**src/rtl/strength_charge_net.sv**
```systemverilog
// Multi-channel resolved net with drive strengths and trireg-style charge retention.
module strength_charge_net #(
    parameter int unsigned NUM_CH       = 2,
    parameter int unsigned NUM_DRV      = 4,
    parameter int unsigned DECAY_SMALL  = 4,
    parameter int unsigned DECAY_MEDIUM = 16,
    parameter int unsigned DECAY_LARGE  = 64,
    parameter int unsigned CNT_W        = 8
) (
    input  logic                        clk,
    input  logic                        rst_n,
    input  logic [NUM_CH*NUM_DRV-1:0]   drv_en,
    input  logic [NUM_CH*NUM_DRV-1:0]   drv_val,
    input  logic [NUM_CH*NUM_DRV*3-1:0] drv_str0,
    input  logic [NUM_CH*NUM_DRV*3-1:0] drv_str1,
    input  logic [NUM_CH*2-1:0]         charge_str,
    output logic [NUM_CH*2-1:0]         net_val,
    output logic [NUM_CH*3-1:0]         net_str,
    output logic [NUM_CH-1:0]           decay_evt,
    output logic                        any_conflict
);

    localparam logic [1:0] VAL_0 = 2'b00;
    localparam logic [1:0] VAL_1 = 2'b01;
    localparam logic [1:0] VAL_X = 2'b10;
    localparam logic [1:0] VAL_Z = 2'b11;

    typedef enum logic [1:0] {
        S_UNCHARGED = 2'd0,
        S_DRIVEN    = 2'd1,
        S_CHARGED   = 2'd2,
        S_DECAYED   = 2'd3
    } state_t;

    state_t           state_q [NUM_CH];
    state_t           state_d [NUM_CH];
    logic [CNT_W-1:0] cnt_q   [NUM_CH];
    logic [CNT_W-1:0] cnt_d   [NUM_CH];

    logic [2:0]          res_str [NUM_CH];
    logic [NUM_CH-1:0]   res_h0;
    logic [NUM_CH-1:0]   res_h1;

    logic [NUM_CH*2-1:0] val_d;
    logic [NUM_CH*3-1:0] str_d;
    logic [NUM_CH-1:0]   evt_d;
    logic [NUM_CH-1:0]   conf_d;

    // Strength a stored charge presents, by charge size select.
    function automatic logic [2:0] charge_level(input logic [1:0] sel);
        case (sel)
            2'b00:   return 3'd1;
            2'b10:   return 3'd4;
            default: return 3'd2;
        endcase
    endfunction

    // Retention length loaded when charge is captured; zero means hold forever.
    function automatic logic [CNT_W-1:0] decay_load(input logic [1:0] sel);
        case (sel)
            2'b00:   return CNT_W'(DECAY_SMALL);
            2'b10:   return CNT_W'(DECAY_LARGE);
            default: return CNT_W'(DECAY_MEDIUM);
        endcase
    endfunction

    // Per channel: strongest contributing strength and which values appear at it.
    always_comb begin
        logic [2:0] s;
        int unsigned idx;
        s      = 3'd0;
        idx    = 0;
        res_h0 = '0;
        res_h1 = '0;
        for (int c = 0; c < NUM_CH; c++) begin
            res_str[c] = 3'd0;
            for (int d = 0; d < NUM_DRV; d++) begin
                idx = c * NUM_DRV + d;
                s   = drv_val[idx] ? drv_str1[idx*3 +: 3] : drv_str0[idx*3 +: 3];
                if (drv_en[idx] && (s != 3'd0)) begin
                    if (s > res_str[c]) begin
                        res_str[c] = s;
                        res_h0[c]  = ~drv_val[idx];
                        res_h1[c]  = drv_val[idx];
                    end else if (s == res_str[c]) begin
                        res_h0[c]  = res_h0[c] | ~drv_val[idx];
                        res_h1[c]  = res_h1[c] | drv_val[idx];
                    end
                end
            end
        end
    end

    // Next state, retention counter and next registered outputs per channel.
    always_comb begin
        state_d = state_q;
        cnt_d   = cnt_q;
        val_d   = net_val;
        str_d   = net_str;
        evt_d   = '0;
        conf_d  = '0;
        for (int c = 0; c < NUM_CH; c++) begin
            if (res_str[c] != 3'd0) begin
                state_d[c]       = S_DRIVEN;
                str_d[c*3 +: 3]  = res_str[c];
                if (res_h0[c] && res_h1[c]) begin
                    val_d[c*2 +: 2] = VAL_X;
                    conf_d[c]       = 1'b1;
                end else begin
                    val_d[c*2 +: 2] = res_h1[c] ? VAL_1 : VAL_0;
                end
            end else begin
                str_d[c*3 +: 3] = charge_level(charge_str[c*2 +: 2]);
                case (state_q[c])
                    S_UNCHARGED: begin
                        val_d[c*2 +: 2] = VAL_Z;
                        str_d[c*3 +: 3] = 3'd0;
                    end
                    S_DRIVEN: begin
                        // A conflicted (X) net has no charge worth keeping.
                        if (net_val[c*2 +: 2] == VAL_X) begin
                            state_d[c] = S_DECAYED;
                        end else begin
                            state_d[c] = S_CHARGED;
                            cnt_d[c]   = decay_load(charge_str[c*2 +: 2]);
                        end
                    end
                    S_CHARGED: begin
                        if (cnt_q[c] != '0) begin
                            if (cnt_q[c] == CNT_W'(1)) begin
                                state_d[c]      = S_DECAYED;
                                cnt_d[c]        = '0;
                                val_d[c*2 +: 2] = VAL_X;
                                evt_d[c]        = 1'b1;
                            end else begin
                                cnt_d[c] = cnt_q[c] - CNT_W'(1);
                            end
                        end
                    end
                    S_DECAYED: begin
                        val_d[c*2 +: 2] = VAL_X;
                    end
                endcase
            end
        end
    end

    // State, counters and registered outputs.
    always_ff @(posedge clk or negedge rst_n) begin
        if (!rst_n) begin
            for (int c = 0; c < NUM_CH; c++) begin
                state_q[c] <= S_UNCHARGED;
                cnt_q[c]   <= '0;
            end
            net_val      <= {NUM_CH{VAL_Z}};
            net_str      <= '0;
            decay_evt    <= '0;
            any_conflict <= 1'b0;
        end else begin
            for (int c = 0; c < NUM_CH; c++) begin
                state_q[c] <= state_d[c];
                cnt_q[c]   <= cnt_d[c];
            end
            net_val      <= val_d;
            net_str      <= str_d;
            decay_evt    <= evt_d;
            any_conflict <= |conf_d;
        end
    end

endmodule

```
**config.mk**
```make
export PLATFORM = sky130hd
export DESIGN_NAME = strength_charge_net
export DESIGN_NICKNAME = d
export VERILOG_FILES = /design/src/rtl/strength_charge_net.sv
export SDC_FILE = /design/constraint.sdc
export NUM_CORES = 1
export LEC_CHECK = 0
export ABC_AREA = 1
export BUFFER_PORTS_ARGS = -buffer_cell sky130_fd_sc_hd__clkbuf_2
export CAP_MARGIN = 25
export CORE_ASPECT_RATIO = 0.9
export CORE_UTILIZATION = 45
export DETAILED_ROUTE_END_ITERATION = 8
export PLACE_DENSITY = 0.71
export SLEW_MARGIN = 20
export SYNTH_ARGS = -nofsm -noshare
export SYNTH_HDL_FRONTEND = slang
export SYNTH_SLANG_ARGS = --single-unit
```
**constraint.sdc**
```tcl
create_clock -name clk -period 1.7 [get_ports clk]
set_input_delay 0.34 -clock clk [delete_from_list [all_inputs] [get_ports clk]]
set_output_delay 0.34 -clock clk [all_outputs]
set_load 0.01 [all_outputs]
```
-- Word level (Yosys, flattened, before mapping)
Cells that the tools add are included.
- bits in read-only memories: 0
- register bits: 33
- output and inout port bits: 13
- bits in latches: 0
- input port bits: 70
- memories kept: 0
- memory bits (writable): 0
- word-level logic and storage cells: 230
- reduce and logical (&&, ||, !) cells: 41
- divide/modulo/power cells: 0
- shift operators: 0
- equality and inequality tests: 26
- bitwise gates (word level): 22
- multiply operators: 0
- order comparisons: 8
- $add $sub $neg: 2
- mux-type cells: 122
- operators by type and width (kind ; number):
    two-way mux 3 bit ; 28
    two-way mux 1 bit ; 64
    two-way mux 8 bit ; 6
    nonzero test 3 bit ; 12
    one-hot mux 8 bit (2 select lines) ; 2
    two-way mux 2 bit ; 14
    one-hot mux 7 bit (2 select lines) ; 2
    equality test 3 bit ; 6
    greater-than comparator 3 bit ; 6
    equality test 2 bit, second input constant ; 8
    equality test 8 x 1 -> 1 bit, second input constant ; 2
    nonzero test 8 bit ; 2
    subtractor 8 x 1 -> 8 bit, second input constant ; 2
    inequality test 3 bit, second input constant ; 4
    bitwise OR 1 bit ; 12
    one-hot mux 2 bit (3 select lines) ; 2
    one-hot mux 3 bit (2 select lines) ; 2
    AND reduction 3 bit ; 4
    logical AND 1 bit ; 10
    NOT 1 bit ; 10
    logical NOT 2 bit ; 4
    inequality test 2 bit, second input constant ; 4
    one-hot mux 2 bit (2 select lines) ; 2
    AND reduction 4 bit ; 2
    6 further kinds ; 11

-- Depth between registers and ports, before layout
Gate-level depths: netlist of the first run.
- depth after elaboration: 21
- depth in mapped cells: 35

-- Worst setup path before layout of the first run
No wires, ideal clock.
- kind: in2reg
- start: in drv_str1[12]
- end: reg cnt_q[4] (netlist bit)
- data arrival time: 4.096 ns
- stages on the path: 31
- setup slack: -2.519 ns
- data required time: 1.577 ns
- library setup time: 0.123 ns
- cell sequence: inv_1 nand2_1 o21ai_0 nor2_1 o21bai_1 ha_1 a21oi_1 nand2_1 nand3_1 nor2_1 nand2_1 nand2_1 ha_1 nand3b_1 nand2_1 nand4_1 inv_2 nand2_1 nand2_1 inv_1 ha_1 nand3_1 o21ai_0 nor2_4 clkinv_4 o21ai_4 nand3_4 nor2_8 inv_2 nand2_1 o21ai_2
- cells in the longest elaborated chain, start to end: 16
- ends and longest elaborated chain (item ; RTL line ; text):
    start: declaration ; 15 ; input logic [NUM_CH*NUM_DRV*3-1:0] drv_str1,
    two-way mux 3 bit * ; 79 ; s = drv_val[idx] ? drv_str1[idx*3 +: 3] : drv_str0[idx*3 +: 3];
    greater-than comparator 3 x 1 -> 1 bit or nonzero test 3 bit (tied branches) ; 81, 80 ;
    two-way mux 3 bit or logical AND 1 bit (tied branches) ; 81, 80 ;
    two-way mux 3 bit * ; 80 ; if (drv_en[idx] && (s != 3'd0)) begin
    greater-than comparator 3 bit ; 81 ; if (s > res_str[c]) begin
    two-way mux 3 bit ; 81 ;
    two-way mux 3 bit * ; 80 ;
    greater-than comparator 3 bit ; 81 ;
    two-way mux 3 bit ; 81 ;
    two-way mux 3 bit * ; 80 ;
    greater-than comparator 3 bit ; 81 ;
    two-way mux 3 bit ; 81 ;
    two-way mux 3 bit * ; 80 ;
    nonzero test 3 bit * ; 103 ; if (res_str[c] != 3'd0) begin
    NOT 1 bit (no line) * ; - ;
    AND reduction 4 bit (no line) * ; - ;
    end signal: indexed assignment ; 162 ; cnt_q[c] <= cnt_d[c];
    end: declaration ; 37 ; logic [CNT_W-1:0] cnt_q [NUM_CH];
Every way passes the cells marked *; elsewhere a longest branch is shown, timed or not.
A chain may end at the register's enable or synchronous reset.

-- Worst setup path in the final report of the first run
- start: in drv_val[0]
- end: reg net_val[0]
- cells in the longest elaborated chain, start to end: 20
- ends and longest elaborated chain (item ; RTL line ; text):
    start: declaration ; 13 ; input logic [NUM_CH*NUM_DRV-1:0] drv_val,
    branches (longest 20 deep; another with greater-than comparator 3 x 1 -> 1 bit) ; - ;
    end signal: assignment ; 155 ; net_val <= {NUM_CH{VAL_Z}};
    end signal: assignment ; 164 ; net_val <= val_d;
    end: declaration ; 17 ; output logic [NUM_CH*2-1:0] net_val,
Several ways; the timed one is not identified.

==> results_dict.tcl, run 1 <==
set metrics [dict create \
    reg2reg_from "cnt_q[8]" \
    switching_share 0.4797 \
    p_int_mw 4.225 \
    ys.flop_type "dfrtp_1" \
    grt_max_degree 34 \
    async_flop_share 1.000 \
    p_leak_nw 3.664 \
    core_mm2 0.007582 \
    crit_type "primary input to flop" \
    clock-root-buffer "clkbuf_8" \
    startpoint_type "primary input" \
    via_per_inst 5.915 \
    cp_common_cell "nand2_4" \
    required_ns 1.93 \
    hold_violations 0 \
    first_pass_iters 5 \
    maxCapViolCount 0 \
    slew_viol_final 0 \
    worst-endpoint-arrival_ns 4.77 \
    combPwrFrac 0.743 \
    drive_gt1_frac 0.5768 \
    port-buffer-count 82 \
    crit_path_max_fanout 6 \
    power.switching_mw 3.896 \
    numCtsBuffers 5 \
    diodes 0 \
    ios 83 \
    setup_viol 33 \
    fin_tns_setup_ns -88.69 \
    crit_start "drv_val[0]" \
    final_common_cell "buf_4" \
    clock-skew-final_ns 0.009728 \
    cts_tree "done" \
    syn-mean-instance-area_um2 6.483 \
    cts_hold_repair.buffers 0 \
    whs_ns 0.06338 \
    finalPower_mw 8.122 \
    drtAntennaViolNets 0 \
    tightest_slew_ns 0.5469 \
    final.setup.worst_slack_ns -2.840 \
    setup.worst_path.end "net_val[0]" \
    nNetsFinal 952 \
    drt-initial-drc-count 432 \
    ys_seq_elements 33 \
    p_clk_frac 0.097 \
    min_period_ns 4.540 \
    routabilityCongestion 0.8913 \
    end_kind "flop" \
    grt_pass1_wl_mm 24.17 \
    critPathMaxStageDelay_ns 0.31 \
    seq_area_frac_synth 0.2351 \
    rr_endpoint "net_val[0]" \
    grt-ovfl-total 0 \
    p_seq_frac 0.160 \
    r2r_cells 13 \
    netlist_instances 545 \
    violations "negative setup slack" \
    post_drt_wl_per_cell_um 19.48 \
    antenna_found_initial 0 \
    ir_drop_mv 0.7734 \
    yosys_warnings 0 \
    vias 5613 \
    cts_sinks 33 \
    die_area_mm2 0.008211 \
    r2r_setup_slack_ns -0.36 \
    min_path_type "primary input to asynchronous set/reset pin" \
    max_freq_mhz 220.3 \
    std_cell_rows 30 \
    cts.clk_slew.worst_paths_ns 0.07 \
    status "finished, violations left" \
    p_per_area_mw_per_mm2 1191 \
    area_growth_pct 92.95 \
    synth_edf_count 0 \
    slowest_stage "ha_4" \
    grt_pass1_vias 5318 \
    grtUsageTotal 0.3778 \
    syn_nets 645 \
    period_share 2.670 \
    clk_latency_ns 0.29 \
    dp_hpwl_mm 8.252 \
    cts_buffer_depth 2 \
    drc_errors 0 \
    die_width_um 95.41 \
    grt_setup_unrepaired "true" \
    initial_core_util 0.4660 \
    cts_htree_levels 2 \
    ys_types 45 \
    synth_area_mm2 0.003533 \
    wirelength_mm 18.49 \
    final_cell_mix "buf_4 (207), nand2_1 (111), clkbuf_2 (79)" \
    die_h_um 86.07 \
    relSlewSlack 0.6250 \
]
[critical path, delay by kind of cell]
kind / cells / cell delay (ns)
and+or+nand+nor: 19 / 2.16
buffers and inverters: 5 / 0.50
adders and majority gates: 3 / 0.71
AOI/OAI and AO/OA: 7 / 1.06
[power groups by stage]
stage	Clock [mW]	Combinational, mW	Sequential [mW]
after floorplan	0	2.51	1.31
after global placement	0	3.87	1.26
after detailed placement	0	4.03	1.27
after CTS	0.787	4.88	1.26
after global routing	0.827	6.40	1.32
final	0.792	6.03	1.30
[final cells by class]
type,instances,area [um2]
multi-input combinational,426,3221
timing repair buffer,301,2157
sequential,33,830.8
fill,333,764.5
inverter,85,372.9
tap,96,120.1
clock buffer,7,86.33
clock inverter,1,30.03
[worst min path at each step]
stage | to | start | cells after the start | slack [ns]
after floorplan | any_conflict | rst_n | 0 | 0.04
after global routing | cnt_q[14] | rst_n | 2 | 0.1
after detailed placement | cnt_q[13] | rst_n | 2 | 0.39
final | cnt_q[12] | rst_n | 2 | 0.06
after CTS | cnt_q[13] | rst_n | 2 | 0.08
after global placement | cnt_q[13] | rst_n | 2 | 0.38
[synthesized netlist by cell type (2+ instances only)]
library cell	instances	area [um2]
o211ai_1	3	22.52
o21ai_0	29	145.1
nor2_8	2	40.04
buf_2	2	10.01
o31ai_1	3	22.52
nor3_1	5	25.02
nand3b_1	6	45.04
a211oi_1	2	15.01
o21bai_1	2	15.01
inv_1	74	277.8
dfstp_2	4	105.1
dfrtp_1	29	725.7
or2_1	2	12.51
xor2_1	4	35.03
o21a_1	2	15.01
a21oi_1	7	35.03
nand3_2	3	30.03
o21ai_1	11	55.05
nand2_1	170	638.1
nor2_2	2	12.51
o21ai_4	2	32.53
ha_1	30	375.4
nand3_1	52	260.3
inv_2	10	37.54
o22ai_1	2	12.51
xnor2_1	5	43.79
or2_0	2	12.51
nor2_1	37	138.9
o21ai_2	7	61.31
nor4_1	2	12.51
nand2_2	4	25.02
nand4_1	10	62.56
a22oi_1	2	15.01
or2_2	4	25.02
nand3_4	2	35.03
a31oi_1	3	18.77
[timing repair]
action,4_1_cts,5_1_grt
setup endpoints to repair,33,33
gates cloned,1,0
pin swaps,69,66
resized for setup,78,78
buffers inserted,84,21
[layer usage]
metal  share of wire  track usage  wire length (um)
met2            0.49       0.6779              9139
met3           0.089      0.08599              1643
met5               0            0                 0
met1            0.34       0.4028              6258
met4           0.078       0.2144              1450
[cells by family after synthesis]
kind of cell | synth area share
AND/OR/NAND/NOR | 0.4026
buffers and inverters | 0.09455
AO/OA/AOI/OAI | 0.1363
flip-flops | 0.2351
adder cells (fa/ha/maj) | 0.1062
XOR/XNOR | 0.02231
multiplexers | 0.002833
[through the flow]
| step | std cells | area, um2 | setup WS (ns) | util |
|---|---|---|---|---|
| 2_1_floorplan | 545 | 3830 | -2.309 | - |
| 3_3_place_gp | 836 | 5214 | -2.658 | 0.6876 |
| 3_5_place_dp | 836 | 5214 | -2.831 | 0.6876 |
| 4_1_cts | 929 | 6319 | -2.261 | 0.8333 |
| 5_1_grt | 949 | 6818 | -2.980 | 0.8992 |
| 6_report | 949 | 6818 | -2.840 | 0.8992 |
[state kept, by name (all words and copies together), names as in the netlist]
register / count
net_val: 4
decay_evt: 2
net_str: 6
cnt_q: 16
any_conflict: 1
state_q: 4
No activity file was read; power rests on OpenSTA's default activity.
==> run 2: changes to the inputs <==
- CTS_BUF_LIST: unset -> sky130_fd_sc_hd__clkbuf_8
==> run 2 against run 1 <==
Compared with the run above: the run still ends with negative setup slack left; final area about the same; wire length up 1.5%; clock-buffer cell count decreased by 1; non-clock buffer count unchanged; worst setup slack got worse by 0.0015 ns; sequential share of layout area barely moved; largest cell class unchanged.
==> results_dict.tcl, run 2 (synthesis results as in run 1) <==
set metrics [dict create \
    cts_htree_levels 2 \
    dp_hpwl_mm 8.252 \
    finalPower_mw 8.133 \
    period_share 2.671 \
    first_pass_iters 5 \
    slew_viol_final 0 \
    status "finished, violations left" \
    diodes 0 \
    grt_setup_unrepaired "true" \
    hold_violations 0 \
    top_regs "cnt_q: 16 flops, net_str: 6 flops" \
    wirelength_mm 18.77 \
    largest_reg_flops 16 \
    p_leak_nw 3.653 \
    numCtsBuffers 5 \
    grt_pass1_wl_mm 24.18 \
    final_common_cell "buf_4" \
    ir_drop_mv 0.8205 \
    violations "negative setup slack" \
    maxCapViolCount 0 \
    routabilityCongestion 0.8913 \
    grt_max_degree 34 \
    cp_common_cell "nand2_4" \
    antenna_found_initial 0 \
    critPathTopFamily "simple AND/OR/NAND/NOR gates" \
    crit_type "primary input to flop" \
    cts_hold_repair.buffers 0 \
    fin_tns_setup_ns -90.02 \
    ios 83 \
    final_area_mm2 0.006813 \
    setup_viol 33 \
    post_drt_wl_per_cell_um 19.78 \
    vias 5672 \
    area_growth_pct 92.81 \
    placedCellCount 836 \
    end_kind "flop" \
    clk_latency_ns 0.29 \
    clock-skew-final_ns 0.009575 \
    die_area_mm2 0.008211 \
    grt-ovfl-total 0 \
    drc_errors 0 \
    cts_tree "done" \
    drtAntennaViolNets 0 \
    final_cell_mix "buf_4 (207), nand2_1 (111), clkbuf_2 (79)" \
    cts_sinks 33 \
    nNetsFinal 952 \
    p_per_area_mw_per_mm2 1194 \
    cts_buffer_depth 2 \
    post-route-util 0.8985 \
    core_mm2 0.007582 \
    regMostFlops "cnt_q" \
    initial_core_util 0.4660 \
    std_cell_rows 30 \
    min_path_type "primary input to asynchronous set/reset pin" \
    cp.buffers_inverters 3 \
    die_h_um 86.07 \
    clock-root-buffer "clkbuf_8" \
    min_period_ns 4.541 \
    preCtsSetupSlack_ns -2.831 \
    tightest_slew_ns 0.5295 \
    slowest_stage "ha_4" \
    port-buffer-count 82 \
    whs_ns 0.06386 \
    final.setup.worst_slack_ns -2.841 \
    grt_pass1_vias 5319 \
    max_freq_mhz 220.2 \
    crit_path_max_fanout 6 \
    critPathMaxStageDelay_ns 0.30 \
    die_width_um 95.41 \
    drt-initial-drc-count 416 \
    fin_cells 949 \
    drive_gt1_frac 0.5768 \
    grtUsageTotal 0.3780 \
    placed_area_mm2 0.005214 \
    relSlewSlack 0.6369 \
    worst-endpoint-arrival_ns 4.78 \
    cts.clk_slew.worst_paths_ns 0.07 \
    required_ns 1.93 \
    startpoint_type "primary input" \
    via_per_inst 5.977 \
]
-- run 2: final cells by class --
type,count,area [um2]
tap,96,120.1
inverter,85,372.9
fill,332,769.5
clock inverter,2,33.78
sequential,33,830.8
multi-input combinational,426,3216
clock buffer,6,82.58
timing repair buffer,301,2157
-- run 2: layer usage --
layer  share of wire  track usage  up-vias
met5               0            0        -
met4           0.086       0.2144        0
met3           0.099      0.08599      186
met2            0.48       0.6779      486
met1            0.33       0.4034     2600
li1                -            -     2400
-- run 2: worst paths after layout --
path / startpoint / end / slack, ns / depth (start not counted)
max: drv_val[0] / net_val[0] / -2.84 / 32
min: rst_n / cnt_q[12] / 0.06 / 2
max reg2reg: cnt_q[8] / net_val[0] / -0.35 / 13
min reg2reg: net_val[3] / net_val[3] / 0.50 / 2
max in group asynchronous: rst_n / net_val[1] / 1.29 / 2
min in group clk: charge_str[0] / net_str[1] / 0.33 / 3
-- run 2: timing repair --
action / CTS / global route
pin swaps: 69 / 66
cloned: 1 / 0
endpoints found under the setup margin: 33 / 33
resized for setup: 77 / 78
buffers inserted: 84 / 21
-- run 2: power by group --
group	internal, mW	switching, mW
sequential	1.07	0.224
combinational	2.68	3.37
clock	0.472	0.316
